[src/rtl/loss_batch_accum.sv]
// Batched squared-error loss: 2-stage (diff, square) pipeline feeding a batch accumulator.
// Optional LOSS_BATCH_MAX_EN adds max_o, the largest per-sample square in the batch.
module loss_batch_accum #(
    parameter int PRED_W     = 23,
    parameter int TGT_W      = 4,
    parameter int BATCH_LOG2 = 3,
    localparam int SQ_W  = 2*PRED_W+2,
    localparam int SUM_W = SQ_W+BATCH_LOG2,
    localparam int CNT_W = BATCH_LOG2+1
) (
    input  logic              clk_i,
    input  logic              rst_i,
    input  logic              in_valid_i,
    output logic              in_ready_o,
    input  logic [PRED_W-1:0] predicted_i,
    input  logic [TGT_W-1:0]  target_i,
    input  logic              flush_i,
    output logic              sq_valid_o,
    output logic [SQ_W-1:0]   sq_o,
    output logic              out_valid_o,
    input  logic              out_ready_i,
    output logic [SUM_W-1:0]  sum_o,
    output logic [CNT_W-1:0]  cnt_o,
    output logic [SQ_W-1:0]   mean_o
`ifdef LOSS_BATCH_MAX_EN
    ,
    output logic [SQ_W-1:0]   max_o
`endif
);

    localparam int STAGES = 2;
    localparam int unsigned N_INT = 1 << BATCH_LOG2;
    localparam logic [CNT_W-1:0] N = CNT_W'(N_INT);

    typedef enum logic [1:0] {COLLECT, DRAIN, OUTPUT} state_t;

    state_t                  state_q;
    logic [STAGES:1]         vld_pipe;
    logic signed [PRED_W:0]  diff_q;
    logic signed [SQ_W-1:0]  diff_ext;
    logic [SQ_W-1:0]         sq_q;
    logic [SUM_W-1:0]        acc_q;
    logic [CNT_W-1:0]        cnt_q;
    logic [CNT_W-1:0]        cnt_inc;
    logic                    in_ready_q;
    logic                    out_valid_q;
    logic                    accept;
    logic                    handshake;
    logic                    batch_full;
    logic                    flush_hit;

    assign accept     = in_valid_i && in_ready_q;
    assign handshake  = out_valid_q && out_ready_i;
    assign cnt_inc    = cnt_q + CNT_W'(accept);
    assign batch_full = accept && (cnt_inc == N);
    // A flush counts a sample accepted in the same cycle; an empty batch ignores it.
    assign flush_hit  = flush_i && (cnt_inc != '0);
    assign diff_ext   = {{(SQ_W-PRED_W-1){diff_q[PRED_W]}}, diff_q};

    always_ff @(posedge clk_i) begin
        if (rst_i) begin
            vld_pipe <= '0;
            diff_q   <= '0;
            sq_q     <= '0;
        end else begin
            vld_pipe <= {vld_pipe[STAGES-1:1], accept};
            if (accept)
                diff_q <= $signed({predicted_i[PRED_W-1], predicted_i})
                        - $signed({{(PRED_W+1-TGT_W){1'b0}}, target_i});
            // Full-width signed product: the square of a PRED_W+1 value always fits SQ_W.
            if (vld_pipe[1])
                sq_q <= diff_ext * diff_ext;
        end
    end

    always_ff @(posedge clk_i) begin
        if (rst_i) begin
            state_q     <= COLLECT;
            in_ready_q  <= 1'b0;
            out_valid_q <= 1'b0;
            cnt_q       <= '0;
            acc_q       <= '0;
        end else begin
            if (vld_pipe[STAGES])
                acc_q <= acc_q + SUM_W'(sq_q);
            case (state_q)
                COLLECT: begin
                    in_ready_q <= 1'b1;
                    cnt_q      <= cnt_inc;
                    if (batch_full || flush_hit) begin
                        state_q    <= DRAIN;
                        in_ready_q <= 1'b0;
                    end
                end
                // Once stage 1 is empty, the last square lands in acc on this same edge.
                DRAIN: begin
                    if (!vld_pipe[1]) begin
                        state_q     <= OUTPUT;
                        out_valid_q <= 1'b1;
                    end
                end
                OUTPUT: begin
                    if (handshake) begin
                        state_q     <= COLLECT;
                        out_valid_q <= 1'b0;
                        in_ready_q  <= 1'b1;
                        cnt_q       <= '0;
                        acc_q       <= '0;
                    end
                end
                default: state_q <= COLLECT;
            endcase
        end
    end

`ifdef LOSS_BATCH_MAX_EN
    logic [SQ_W-1:0] max_q;

    always_ff @(posedge clk_i) begin
        if (rst_i)
            max_q <= '0;
        else if (handshake)
            max_q <= '0;
        else if (vld_pipe[STAGES] && (sq_q > max_q))
            max_q <= sq_q;
    end

    assign max_o = max_q;
`else
    // No max tracking in this build.
`endif

    assign in_ready_o  = in_ready_q;
    assign out_valid_o = out_valid_q;
    assign sq_valid_o  = vld_pipe[STAGES];
    assign sq_o        = sq_q;
    assign sum_o       = acc_q;
    assign cnt_o       = cnt_q;
    assign mean_o      = (cnt_q == N) ? SQ_W'(acc_q >> BATCH_LOG2) : '0;

endmodule
[config.mk]
export PLATFORM = sky130hd
export DESIGN_NAME = loss_batch_accum
export DESIGN_NICKNAME = d
export VERILOG_FILES = /design/src/rtl/loss_batch_accum.sv
export SDC_FILE = /design/constraint.sdc
export NUM_CORES = 2
export LEC_CHECK = 0
export BUFFER_PORTS_ARGS = -buffer_cell sky130_fd_sc_hd__buf_2
export CAP_MARGIN = 5
export CELL_PAD_IN_SITES_DETAIL_PLACEMENT = 1
export CELL_PAD_IN_SITES_GLOBAL_PLACEMENT = 2
export CORE_MARGIN = 3
export CORE_UTILIZATION = 40
export DETAILED_ROUTE_END_ITERATION = 6
export PLACE_DENSITY_LB_ADDON = 0.3
export SLEW_MARGIN = 40
export SYNTH_ARGS = -nofsm -noshare
export SYNTH_HDL_FRONTEND = slang
export SYNTH_SLANG_ARGS = --single-unit
[constraint.sdc]
create_clock -name clk_i -period 8.64 [get_ports clk_i]
set_input_delay 1.296 -clock clk_i [delete_from_list [all_inputs] [get_ports clk_i]]
set_output_delay 1.296 -clock clk_i [all_outputs]
set_load 0.005 [all_outputs]
# After elaboration in Yosys (flattened, before gate mapping)

Index checks and enable logic that the tools add are counted.

Register bits after elaboration: 133
Output and inout port bits: 154
Input port bits: 32

Mux-type cells: 16
$add $sub $neg: 3
Multiply operators: 1
Reduce and logical (&&, ||, !) cells: 12
Equal/unequal tests: 7

Operators by type and width:

| operator           | number |
|---|---|
| $mux 51            | 3 |
| $add 51x48->51     | 1 |
| $mul 24x24->48     | 1 |
| $mux 48            | 1 |
| $sub 23x5->24      | 1 |
| $eq 4x4->1 const B | 2 |
| $pmux 4 s2         | 1 |
| $mux 2             | 3 |
| $ne 2x2->1 const B | 3 |
| $pmux 2 s3         | 1 |
| $reduce_and 3->1   | 2 |
| $add 4x1->4        | 1 |
| $logic_and 1x1->1  | 4 |
| $mux 1             | 4 |
| $mux 4             | 1 |
| $pmux 1 s2         | 2 |
| $reduce_bool 2->1  | 2 |
| $reduce_bool 4->1  | 1 |
| $eq 2x1->1 const B | 1 |
| $eq 2x2->1 const B | 1 |
| $logic_not 2->1    | 1 |
| $reduce_and 2->1   | 1 |
| $logic_or 1x1->1   | 1 |

# Logic depth before layout (Yosys ltp)

Depth after elaboration: 7
Gate-level depth with buffers: 29

# Least setup slack after synthesis

No wires, ideal clock.

Path kind: reg2reg
Start point: register diff_q[0]
End point: register sq_q[47], in the netlist sq_o[47]
Arrival time: 6867 ps
Stages on the path, launching flop included: 26
Buffers on the path: 3
Path slack: 1682 ps
Path through: dfxtp_1 -> clkbuf_1 -> clkbuf_1 -> nand2_1 -> inv_1 -> fa_1 -> fa_1 -> inv_1 -> fa_1 -> fa_1 -> fa_1 -> fa_1 -> fa_1 -> inv_1 -> ha_1 -> clkbuf_1 -> a2111oi_0 -> o21ai_1 -> a31oi_1 -> o21ai_0 -> a22o_1 -> a31oi_1 -> a211oi_2 -> nand2_1 -> a221oi_1 -> a311oi_1

Longest elaborated chain between the ends: 1

Ends and longest elaborated chain:

| what                     | RTL line | source |
|---|---|---|
| start: declaration       | 39       | `logic signed [PRED_W:0] diff_q;` |
| start signal: assignment | 68       | `diff_q <= $signed({predicted_i[PRED_W-1], predicted_i})` |
| $mul 24x24->48           | 72       | `sq_q <= diff_ext * diff_ext;` |
| end signal: assignment   | 72       |  |
| end: declaration         | 41       | `logic [SQ_W-1:0] sq_q;` |

No other way between the ends.
A chain may end at the register's enable or synchronous reset.

# Worst setup path after layout

Start point: register diff_q[2]
End point: register sq_q[47], in the netlist sq_o[47]

The elaborated chain is that of the path after synthesis.

==> flow_summary.ini <==
[run_status]
status = completed

[setup_path]
cp-start-kind = flip-flop
regToRegSetupSlack_ns = 0.76
arrival_ns = 8.25
cp_max_fo = 15
r2r_cells = 25
crit_required_ns = 9.01
crit_end = sq_o[47]
crit_path_start = diff_q[2]
r2r-end = sq_o[47]
path_class = flip-flop to flip-flop
r2r_start = diff_q[2]
endpoint_kind = flip-flop

[synth]
yosysMostFrequentCell = inv_1
synth_compound_area_share_pct = 8.77
synth_area_sq_um = 26900
synth.top_cell.area_share_pct = 41.4
async_flop_share_pct = 0
synthAdderAreaFrac_pct = 50.6
yosysSeqAreaShare_pct = 9.82
ys_ff_latch = 132
yosys.area_share.simple_pct = 13.1
synth_top_family_by_area = adder cells
synthCells = 2990
yosys_warnings = 0
avgSynthCellArea_sq_um = 9.00
synth_flop_cell = dfxtp_1
ys_types = 78
synth_edf_count = 0
yosysTopAreaCell = fa_1
synth_xor_area_share_pct = 3.87
synthTopCellsByArea = fa_1 (41%), inv_1 (10%), dfxtp_1 (9.8%)
synth.top_cells.by_count = inv_1 (727), fa_1 (556), nand2_1 (247)
synth_nets = 3777
muxShareOfSynthArea_pct = 2.16

[sta]
max_freq_mhz = 127
finalCritPeriodShare_pct = 91.2
tightest_slew_ns = 0.879
rsz0062_at_grt = no
slew_headroom_pct = 41.3
drv_slew = 0
hold_viol_final = 0
layout_setup_ws_ns = 0.758
fin_crit_ns = 7.88
setup_viol = 0
finClkSkew_ns = 0.0262
finalSetupTns_ns = 0

[floorplan]
die_y_microns = 265
die_x_microns = 265
start_util_pct = 40.6
rows = 94
num_io_pins = 186
die-area_sq_um = 70400
core_sq_um = 66200

[place]
globalplace.congestion = 0.880
hpwl_microns = 70900
dp_slack_ns = 0.818
io_buffers = 184

[global_routing]
grt_start_max_net_pins = 87
antenna_found_initial = 8
grt_overflow_total = 0
grt_pass1_vias = 23500
grt_first_pass_wirelength_microns = 137000
grt_use_total_pct = 25.2

[detailed_routing]
ant_nets = 0
wl_met1_microns = 39600
drt_iter0_markers = 1071
top_layer_used = met5
wl_per_cell_microns = 21.1
first_pass_iters = 5
drt-total-wl_microns = 84700
viasPerCell = 5.17
drc = 0
vias = 20700
route.met2.wl_microns = 38900
met3_length_microns = 4600

[clocking]
cts-root-buf = clkbuf_16
htree_levels = 4
worstSkewPairLatency_ns = 0.48
clockBufferDepth = 2
path_clk_slew_ns = 0.08
tritoncts = done
cts_setup_buffers = 0
post_cts_resized = 0
cts_hold_buf = 0
cts_sinks = 132
numCtsBuffers = 17

[power]
p_int_mw = 2.93
peakVddDrop_mv = 0.187
p_comb_share_pct = 73.0
p_seq_share_pct = 13.6
p_leak_nw = 15.4
clockPowerShare_pct = 13.4
powerDensity_nw_per_um2 = 211
swShare_pct = 52.9
netSwitchingPower_mw = 3.29

[layout]
fillCellCount = 7808
fin_nets = 3922
drive_gt1_share_pct = 9.05
area_delta_synth_final_pct = 9.60

[flow_run]
maxCapViolations = 0

[hold_path]
hold_path_class = flip-flop to flip-flop
[cell type report]
| cell class | instances | area, sq um | share of cell area [%] |
|---|---|---|---|
| Inverter | 728 | 2730 | 9.27 |
| Antenna cell | 2 | 5.00 | 0.0170 |
| Clock buffer | 17 | 425 | 1.44 |
| Clock inverter | 15 | 193 | 0.653 |
| Sequential cell | 132 | 2650 | 8.98 |
| Timing Repair Buffer | 228 | 1260 | 4.26 |
| Tap cell | 864 | 1080 | 3.67 |
| Multi-Input combinational cell | 2028 | 21100 | 71.7 |
[power by group through the flow]
stage | combinational (mW) | clock, mW | sequential (mW)
finish | 4.55 | 0.835 | 0.845
global route | 5.17 | 0.875 | 0.857
CTS | 4.61 | 0.847 | 0.846
detailed placement | 4.51 | 0 | 0.858
global placement | 4.43 | 0 | 0.857
floorplan | 3.15 | 0 | 0.765
[worst max-delay path, cell delays in order (launching register included)]
cell      delay [ns]
dfxtp_1         0.84
buf_4           0.35
nand2_1         0.14
fa_1            0.59
inv_1           0.05
fa_1            0.50
fa_1            0.55
inv_1           0.05
fa_1            0.50
inv_1           0.06
fa_1            0.48
fa_1            0.49
inv_1           0.05
fa_1            0.52
inv_1           0.06
ha_1            0.37
a21oi_1         0.19
o21ai_1         0.12
o41ai_1         0.48
o21ai_0         0.19
a21o_1          0.30
a31oi_1         0.30
a211oi_2        0.15
nand2_1         0.12
a221oi_1        0.09
a311oi_1        0.26
[worst min-delay path by stage]
| stage | depth (start not counted) | start | to |
|---|---|---|---|
| after detailed placement | 2 | sum_o[2] | sum_o[2] |
| after floorplan | 2 | sum_o[21] | sum_o[21] |
| after global routing | 2 | sum_o[21] | sum_o[21] |
| final | 2 | diff_q[17] | diff_q[17] |
| after global placement | 2 | sum_o[3] | sum_o[3] |
| after CTS | 2 | diff_q[21] | diff_q[21] |
[kinds of logic after synthesis]
logic type | after synthesis
buffers and inverters | 830
AO/OA/AOI/OAI | 362
adder cells (fa/ha/maj) | 755
flip-flops | 132
other | 1
AND/OR/NAND/NOR | 733
multiplexers | 58
XOR/XNOR | 119
[routing by layer]
layer,track usage [%],vias up
li1,-,9425
met1,36.1,10800
met2,40.3,427
met3,4.38,84
met4,5.36,10
met5,0,-
[placed cells by master (no fill, tap or decap), drive strengths merged, types with 41 or more instances in the layout]
cell	Yosys	final
nand2	248	248
xnor2	78	78
a21oi	96	96
fa	556	556
inv	727	735
mux2i	57	57
xor2	41	41
and2	144	144
o21ai	68	68
dfxtp	132	132
buf	14	228
ha	199	199
nor2	168	168
[state kept, by name, indices dropped and copies added, names as in the netlist]
| name | flops |
|---|---|
| sq_o | 47 |
| diff_q | 24 |
| in_ready_o | 1 |
| out_valid_o | 1 |
| sum_o | 51 |
| cnt_o | 4 |
| vld_pipe | 2 |
| state_q | 2 |
[per-stage QoR]
stage | utilization, % | area, sq um | power, mW | hold slack [ns] | cells
after floorplan | - | 26900 | 3.91 | 0.466 | 2990
after global placement | 43.6 | 28900 | 5.28 | 0.489 | 3980
after detailed placement | 43.6 | 28900 | 5.37 | 0.512 | 3980
after CTS | 44.5 | 29500 | 6.30 | 0.521 | 4012
after global routing | 44.5 | 29500 | 6.90 | 0.550 | 4013
final | 44.5 | 29500 | 6.23 | 0.519 | 4014
(Power assumes the default switching activity.)
